<file path="src/rtl/wb_grf_if.sv">
// -----------------------------------------------------------------------------
// wb_grf_if
//   Bus between the MEM/WB pipeline register / decode stage and the writeback
//   + register-file block (wb_grf).
//
//   Signals
//     IR_W        32  instruction in writeback
//     ALUResult_W 32  ALU result / effective load address
//     pc4_W       32  PC+4 of the W instruction (trace only)
//     pc8_W       32  link value for jal
//     DM_RD_W     32  raw aligned word read from data memory
//     A1, A2       5  decode-stage read addresses
//     RD1, RD2    32  decode-stage read data
//     A3_W         5  effective destination (0 = no write)
//     WD_W        32  data being written this cycle
//
//   Modports
//     master : pipeline / decode side (drives W inputs and read addresses)
//     slave  : wb_grf
// -----------------------------------------------------------------------------
interface wb_grf_if;
  logic [31:0] IR_W;
  logic [31:0] ALUResult_W;
  logic [31:0] pc4_W;
  logic [31:0] pc8_W;
  logic [31:0] DM_RD_W;
  logic [4:0]  A1;
  logic [4:0]  A2;
  logic [31:0] RD1;
  logic [31:0] RD2;
  logic [4:0]  A3_W;
  logic [31:0] WD_W;

  modport master (
    output IR_W, ALUResult_W, pc4_W, pc8_W, DM_RD_W, A1, A2,
    input  RD1, RD2, A3_W, WD_W
  );

  modport slave (
    input  IR_W, ALUResult_W, pc4_W, pc8_W, DM_RD_W, A1, A2,
    output RD1, RD2, A3_W, WD_W
  );
endinterface

</file>
<file path="src/rtl/wb_grf.sv">
// -----------------------------------------------------------------------------
// wb_grf
//   Writeback stage and 32x32 general register file of the five-stage MIPS
//   pipeline. Decodes the W instruction, selects/extends the write data,
//   commits it on the clock edge and serves the two decode read ports with
//   same-cycle write-through. A3_W/WD_W are exported for W-stage forwarding.
//
//   Ports
//     clk    pipeline clock, register writes on posedge
//     reset  asynchronous, active-low; clears every register
//     bus    wb_grf_if.slave (W inputs, read addresses/data, A3_W/WD_W)
//
//   Configuration
//     WB_GRF_TRACE_EN  when defined, prints one trace line per committed write
//                      "@<pc>: $<reg> <= <data>". Undefined: no display code.
// -----------------------------------------------------------------------------
module wb_grf (
  input  logic     clk,
  input  logic     reset,
  wb_grf_if.slave  bus
);

  // Primary opcodes
  localparam logic [5:0] OP_SPECIAL = 6'b000000;
  localparam logic [5:0] OP_JAL     = 6'b000011;
  localparam logic [5:0] OP_ORI     = 6'b001101;
  localparam logic [5:0] OP_LUI     = 6'b001111;
  localparam logic [5:0] OP_LB      = 6'b100000;
  localparam logic [5:0] OP_LH      = 6'b100001;
  localparam logic [5:0] OP_LW      = 6'b100011;
  localparam logic [5:0] OP_LBU     = 6'b100100;
  localparam logic [5:0] OP_LHU     = 6'b100101;

  // SPECIAL function codes
  localparam logic [5:0] FN_ADDU    = 6'b100001;
  localparam logic [5:0] FN_SUBU    = 6'b100011;

  typedef enum logic [1:0] {
    SRC_NONE,
    SRC_ALU,
    SRC_LINK,
    SRC_LOAD
  } wd_src_e;

  logic [5:0]  op;
  logic [5:0]  funct;
  logic [4:0]  rt;
  logic [4:0]  rd;
  logic [1:0]  byte_addr;

  wd_src_e     wd_src;
  logic [4:0]  dst;
  logic [4:0]  a3;
  logic [31:0] load_data;
  logic [31:0] wd;
  logic [7:0]  load_byte;
  logic [15:0] load_half;

  logic [31:0] regs [32];

  assign op        = bus.IR_W[31:26];
  assign rt        = bus.IR_W[20:16];
  assign rd        = bus.IR_W[15:11];
  assign funct     = bus.IR_W[5:0];
  assign byte_addr = bus.ALUResult_W[1:0];

  // ---------------------------------------------------------------------------
  // Decode: which instructions write, and where.
  // ---------------------------------------------------------------------------
  // NOTE: every always_comb output gets a default first so no path leaves it
  // unassigned; otherwise synthesis infers a latch.
  always_comb begin
    wd_src = SRC_NONE;
    dst    = 5'd0;
    case (op)
      OP_SPECIAL: begin
        if (funct == FN_ADDU || funct == FN_SUBU) begin
          wd_src = SRC_ALU;
          dst    = rd;
        end
      end
      OP_ORI, OP_LUI: begin
        wd_src = SRC_ALU;
        dst    = rt;
      end
      OP_LW, OP_LB, OP_LBU, OP_LH, OP_LHU: begin
        wd_src = SRC_LOAD;
        dst    = rt;
      end
      OP_JAL: begin
        wd_src = SRC_LINK;
        dst    = 5'd31;
      end
      default: ;
    endcase
  end

  // A destination of $0 naturally reports 0, which also discards the write.
  assign a3 = (wd_src == SRC_NONE) ? 5'd0 : dst;

  // ---------------------------------------------------------------------------
  // Load extension: little-endian lanes selected by the low address bits.
  // Halfword selection uses only bit 1; bit 0 is ignored.
  // ---------------------------------------------------------------------------
  always_comb begin
    case (byte_addr)
      2'd0:    load_byte = bus.DM_RD_W[7:0];
      2'd1:    load_byte = bus.DM_RD_W[15:8];
      2'd2:    load_byte = bus.DM_RD_W[23:16];
      default: load_byte = bus.DM_RD_W[31:24];
    endcase
  end

  assign load_half = byte_addr[1] ? bus.DM_RD_W[31:16] : bus.DM_RD_W[15:0];

  always_comb begin
    case (op)
      OP_LB:   load_data = {{24{load_byte[7]}}, load_byte};
      OP_LBU:  load_data = {24'd0, load_byte};
      OP_LH:   load_data = {{16{load_half[15]}}, load_half};
      OP_LHU:  load_data = {16'd0, load_half};
      default: load_data = bus.DM_RD_W;
    endcase
  end

  always_comb begin
    case (wd_src)
      SRC_ALU:  wd = bus.ALUResult_W;
      SRC_LINK: wd = bus.pc8_W;
      SRC_LOAD: wd = load_data;
      default:  wd = 32'd0;
    endcase
  end

  assign bus.A3_W = a3;
  assign bus.WD_W = wd;

  // ---------------------------------------------------------------------------
  // Register file. $0 is never written (a3 == 0 blocks it) and is masked on
  // read, so its storage stays at its reset value.
  // ---------------------------------------------------------------------------
  // NOTE: the whole array is cleared by the asynchronous reset because the
  // architecture requires every register to read 0 out of reset; this forces
  // flops rather than a RAM macro, which is intended for a 32x32 file.
  // NOTE: sequential state uses non-blocking assignments so every register
  // samples pre-edge values regardless of statement order.
  always_ff @(posedge clk or negedge reset) begin
    if (!reset) begin
      for (int i = 0; i < 32; i++) begin
        regs[i] <= 32'd0;
      end
    end else if (a3 != 5'd0) begin
      regs[a3] <= wd;
    end
  end

  // Read ports with zero-cycle write-through from the W stage.
  assign bus.RD1 = (bus.A1 == 5'd0) ? 32'd0 :
                   (bus.A1 == a3)   ? wd    : regs[bus.A1];
  assign bus.RD2 = (bus.A2 == 5'd0) ? 32'd0 :
                   (bus.A2 == a3)   ? wd    : regs[bus.A2];

  // Instruction fields that do not affect writeback.
  logic unused_ir;
  assign unused_ir = ^{bus.IR_W[25:21], bus.IR_W[10:6]};

`ifdef WB_GRF_TRACE_EN
  always @(posedge clk) begin
    if (reset && a3 != 5'd0) begin
      $display("@%h: $%d <= %h", bus.pc4_W - 32'd4, a3, wd);
    end
  end
`else
  // PC is only consumed by the trace.
  logic unused_pc4;
  assign unused_pc4 = ^bus.pc4_W;
`endif

endmodule

</file>
<file path="src/flat_wrapper.sv">
// flat-port wrapper written by rule: the top's interface ports become plain ports
module wb_grf_flat 
  (clk, reset, bus_IR_W, bus_ALUResult_W, bus_pc4_W, bus_pc8_W, bus_DM_RD_W, bus_A1, bus_A2, bus_RD1, bus_RD2, bus_A3_W, bus_WD_W);
  wb_grf_if bus_i ();
  input  logic clk;
  input  logic reset;
  input wire logic [$bits(bus_i.IR_W)-1:0] bus_IR_W;
  input wire logic [$bits(bus_i.ALUResult_W)-1:0] bus_ALUResult_W;
  input wire logic [$bits(bus_i.pc4_W)-1:0] bus_pc4_W;
  input wire logic [$bits(bus_i.pc8_W)-1:0] bus_pc8_W;
  input wire logic [$bits(bus_i.DM_RD_W)-1:0] bus_DM_RD_W;
  input wire logic [$bits(bus_i.A1)-1:0] bus_A1;
  input wire logic [$bits(bus_i.A2)-1:0] bus_A2;
  output wire logic [$bits(bus_i.RD1)-1:0] bus_RD1;
  output wire logic [$bits(bus_i.RD2)-1:0] bus_RD2;
  output wire logic [$bits(bus_i.A3_W)-1:0] bus_A3_W;
  output wire logic [$bits(bus_i.WD_W)-1:0] bus_WD_W;
  assign bus_i.IR_W = bus_IR_W;
  assign bus_i.ALUResult_W = bus_ALUResult_W;
  assign bus_i.pc4_W = bus_pc4_W;
  assign bus_i.pc8_W = bus_pc8_W;
  assign bus_i.DM_RD_W = bus_DM_RD_W;
  assign bus_i.A1 = bus_A1;
  assign bus_i.A2 = bus_A2;
  assign bus_RD1 = bus_i.RD1;
  assign bus_RD2 = bus_i.RD2;
  assign bus_A3_W = bus_i.A3_W;
  assign bus_WD_W = bus_i.WD_W;
  wb_grf u_core (.clk(clk), .reset(reset), .bus(bus_i));
endmodule
</file>
<file path="config.mk">
export PLATFORM = sky130hd
export DESIGN_NAME = wb_grf_flat
export DESIGN_NICKNAME = d
export VERILOG_FILES = /design/src/rtl/wb_grf_if.sv /design/src/rtl/wb_grf.sv /design/src/flat_wrapper.sv
export SDC_FILE = /design/constraint.sdc
export NUM_CORES = 2
export LEC_CHECK = 0
export CORE_MARGIN = 2
export CORE_UTILIZATION = 45
export DETAILED_ROUTE_END_ITERATION = 7
export REMOVE_ABC_BUFFERS = 1
export SLEW_MARGIN = 0
export SYNTH_ARGS = -nofsm -noshare
export SYNTH_HDL_FRONTEND = slang
export SYNTH_SLANG_ARGS = --single-unit
</file>
<file path="constraint.sdc">
create_clock -name clk -period 3.83 [get_ports clk]
set_clock_uncertainty 0.2 [all_clocks]
set_input_delay 0.383 -clock clk [delete_from_list [all_inputs] [get_ports clk]]
set_output_delay 0.383 -clock clk [all_outputs]
set_load 0.01 [all_outputs]
</file>
==> impl_metrics.py <==
metrics = {
    "layout": {
        "top_register": "u_core.regs",
        "synthToLayoutAreaGrowth_pct": 22.3,
        "reg_top3": "u_core.regs (1024)",
        "fin_nets": 4720,
        "largest_reg_flops": 1024,
        "drive_gt1_frac": 0.487,
        "final_area_mm2": 0.0704,
        "antennaDiodeCount": 0,
        "final_util": 0.553,
    },
    "logic_synthesis": {
        "netlist.area_leader.share": 0.445,
        "synthCells": 4145,
        "ys_async_sr_fraction": 1.00,
        "synth.area.mux_share": 0.415,
        "synth_top_family_by_area": "multiplexers",
        "synth_warnings": 0,
        "synth_edf_count": 0,
        "synth_xor_area_frac": 0,
        "synth.distinct_cells": 76,
        "yosys.area_share.adder": 0,
        "synth_ff_type": "dfrtp_1",
        "syn_area_per_cell_um2": 13.9,
        "synth_compound_area_frac": 0.0652,
        "yosysTopAreaCell": "dfrtp_1",
        "synth-simple-area-share": 0.0359,
        "ys_seq_area_frac": 0.445,
        "synth_top_cells_by_count": "dfrtp_1 (1024), mux2_2 (826), mux4_2 (434)",
        "synth_most_common_cell": "dfrtp_1",
        "synthesis.area_mm2": 0.0575,
        "synthTopCellsByArea": "dfrtp_1 (45%), mux4_2 (17%), mux2_2 (16%)",
        "ys_seq_elements": 1024,
    },
    "global_route": {
        "grt_max_degree": 114,
        "grt_busiest_layer": "met2",
        "antenna_found_initial": 7,
        "grt_use_total": 0.320,
        "grt_pass1_vias": 41904,
        "met1_usage": 0.438,
        "grt-ovfl-total": 0,
        "use_met3": 0.0758,
        "grt_pass1_wl_um": 304000,
        "use_met2": 0.492,
    },
    "power": {
        "p_per_area_mw_per_mm2": 366,
        "clock_power_share": 0.429,
        "p_seq_frac": 0.438,
        "cell_internal_pwr_mw": 19.0,
        "netSwitchingPower_mw": 6.79,
        "leakagePower_nw": 32.2,
        "ir_drop_v": 0.000396,
        "combPwrFrac": 0.133,
        "switching_share": 0.264,
    },
    "cts": {
        "cts-buffers-inserted": 114,
        "clk_pin_slew_ns": 0.06,
        "tritoncts": "built",
        "cts_buffer_depth": 3,
        "cts_root_buf": "clkbuf_16",
        "insertion_delay_ns": 0.72,
        "htree_levels": 3,
        "cts.sinks": 1024,
    },
    "placed_design": {
        "place_area_mm2": 0.0660,
        "place_ws_ns": -0.937,
        "dp_hpwl_um": 141000,
        "numPortBuffers": 229,
        "globalplace.congestion": 0.918,
    },
    "setup_path": {
        "rrSetupSlack_ns": 2.80,
        "worst_r2r_endpoint": "u_core.regs[923]$_DFFE_PN0P_",
        "critical_path.max_fanout": 5,
        "path_cells": "clkdlybuf4s50_1 -> buf_12 -> mux4_2 -> buf_4 -> a21oi_1 -> nor2_1 -> buf_12 -> a221o_1 -> buf_12 -> buf_4 -> clkdlybuf4s50_1",
        "crit_top_cell": "buf_12",
        "cp.buffers_inverters": 7,
        "endpoint_kind": "output pin",
        "max_stage_delay_ns": 0.50,
        "path_delay_family": "buffers and inverters",
        "reg2reg_from": "u_core.regs[923]$_DFFE_PN0P_",
        "start_kind": "primary input",
        "reg2regPathDepth": 1,
        "cp.arrival_ns": 3.21,
        "critical_path_required_ns": 3.25,
        "cpMaxStageDelayCell": "clkdlybuf4s50_1",
        "worstSetupPathType": "in -> out",
    },
    "detailed_routing": {
        "vias": 41681,
        "wl_per_cell_um": 33.3,
        "dr.pass1.iters": 6,
        "drtAntennaViolNets": 0,
        "drc_errors": 0,
        "routed_wl_um": 210000,
        "via_per_inst": 6.61,
        "drt_iter0_drc": 4122,
    },
    "timing": {
        "layout_setup_ws_ns": 0.0379,
        "holdWs_ns": 0.144,
        "hold_viol_final": 0,
        "period_minus_slack_ns": 3.79,
        "fin_crit_sh": 0.990,
        "setup_violations": 0,
        "max_freq_ghz": 0.264,
        "maxSlewHeadroom": 0.250,
        "report.final.slew_viol_count": 0,
        "worst_slew_pin_slew_ns": 1.12,
    },
    "die": {
        "rows": 131,
        "die_h_um": 362,
        "die_width_um": 362,
        "die-area_mm2": 0.131,
        "num_io_pins": 273,
        "initial_core_util": 0.452,
        "core_area_mm2": 0.127,
    },
    "flow_run": {
        "drv_cap": 0,
    },
    "run_status": {
        "status": "finished clean",
    },
    "min_path": {
        "hold_path_class": "in -> async",
    },
}
## area by class of cell
| type | instances | area (um^2) |
|---|---|---|
| inverters | 11 | 50.0 |
| fillers | 10416 | 56800 |
| repair buffers | 773 | 8580 |
| well taps | 1662 | 2080 |
| clock inverters | 37 | 320 |
| clock buffers | 173 | 3440 |
| multi-input cells | 2624 | 30300 |
| flip-flops and latches | 1024 | 25600 |
## metal layers
| layer | wire length [um] | vias up |
|---|---|---|
| met3 | 19900 | 459 |
| li1 | - | 16946 |
| met1 | 85200 | 22188 |
| met2 | 95300 | 2080 |
| met4 | 9310 | 8 |
| met5 | 321 | - |
## placed cells by master (no fill, tap or decap), drive strengths merged, types with 4 or more instances in the layout
cell type / netlist / layout
mux2: 995 / 995
buf: 233 / 609
o221ai: 90 / 90
mux2i: 268 / 268
inv: 11 / 16
or2: 6 / 6
and2: 7 / 7
nor2: 45 / 45
dfrtp: 1024 / 1024
o211ai: 8 / 8
or3: 5 / 5
nor3: 65 / 65
nand2b: 12 / 12
a31o: 15 / 15
o21ai: 38 / 38
a21oi: 86 / 86
a222oi: 17 / 17
nor2b: 5 / 5
a41o: 20 / 20
and3: 7 / 7
clkdlybuf4s50: 0 / 140
nand3: 51 / 51
a211oi: 26 / 26
clkinv: 0 / 26
nand4: 8 / 8
a221o: 10 / 10
a32oi: 80 / 80
o311a: 11 / 11
nand2: 212 / 212
o22ai: 44 / 44
a2111oi: 4 / 4
nor3b: 4 / 4
mux4: 434 / 434
clkbuf: 254 / 186
a21boi: 5 / 5
a22oi: 9 / 9
a22o: 7 / 7
clkdlybuf4s15: 0 / 7
## worst max-delay path by stage
stage | start | endpoint | slack, ns | cells after the start
after global placement | bus_IR_W[27] | bus_RD1[30] | -0.91 | 11
final | bus_ALUResult_W[0] | bus_WD_W[11] | 0.04 | 11
after CTS | bus_IR_W[27] | bus_RD1[25] | -0.06 | 14
after detailed placement | bus_IR_W[27] | bus_RD1[3] | -0.94 | 13
after global routing | bus_IR_W[2] | bus_RD1[3] | -0.002 | 14
after floorplan | bus_IR_W[29] | bus_RD2[0] | -0.86 | 7
## power groups by stage
stage	clock [mW]	combinational [mW]	sequential, mW
floorplan	0	1.32	11.4
global placement	0	3.31	11.5
detailed placement	0	3.33	11.5
CTS	11.2	3.38	11.3
global route	11.7	3.59	11.3
finish	11.1	3.42	11.3
## kinds of logic after synthesis
| kind of cell | count (synthesis) |
|---|---|
| AND/OR/NAND/NOR | 438 |
| AO/OA/AOI/OAI | 488 |
| flip-flops | 1024 |
| multiplexers | 1697 |
| buffers and inverters | 498 |
## what timing repair did
action | 4_1_cts | 5_1_grt
endpoints found under the hold margin | 60 | 0
pin swaps | 22 | 29
setup endpoints to repair | 101 | 73
hold buffers | 1 | 0
resized for setup | 321 | 64
gates cloned | 5 | 2
buffers inserted | 27 | 7
## per-stage QoR
stage | cells | TNS (ns) | power, mW
global placement | 6057 | -323.71 | 14.8
detailed placement | 6057 | -370.81 | 14.8
finish | 6304 | 0 | 25.8
global route | 6304 | -0.00153 | 26.6
CTS | 6297 | -0.0811 | 25.9
floorplan | 3658 | -288.30 | 12.7
Note: power is estimated with default switching activity, not from simulation.
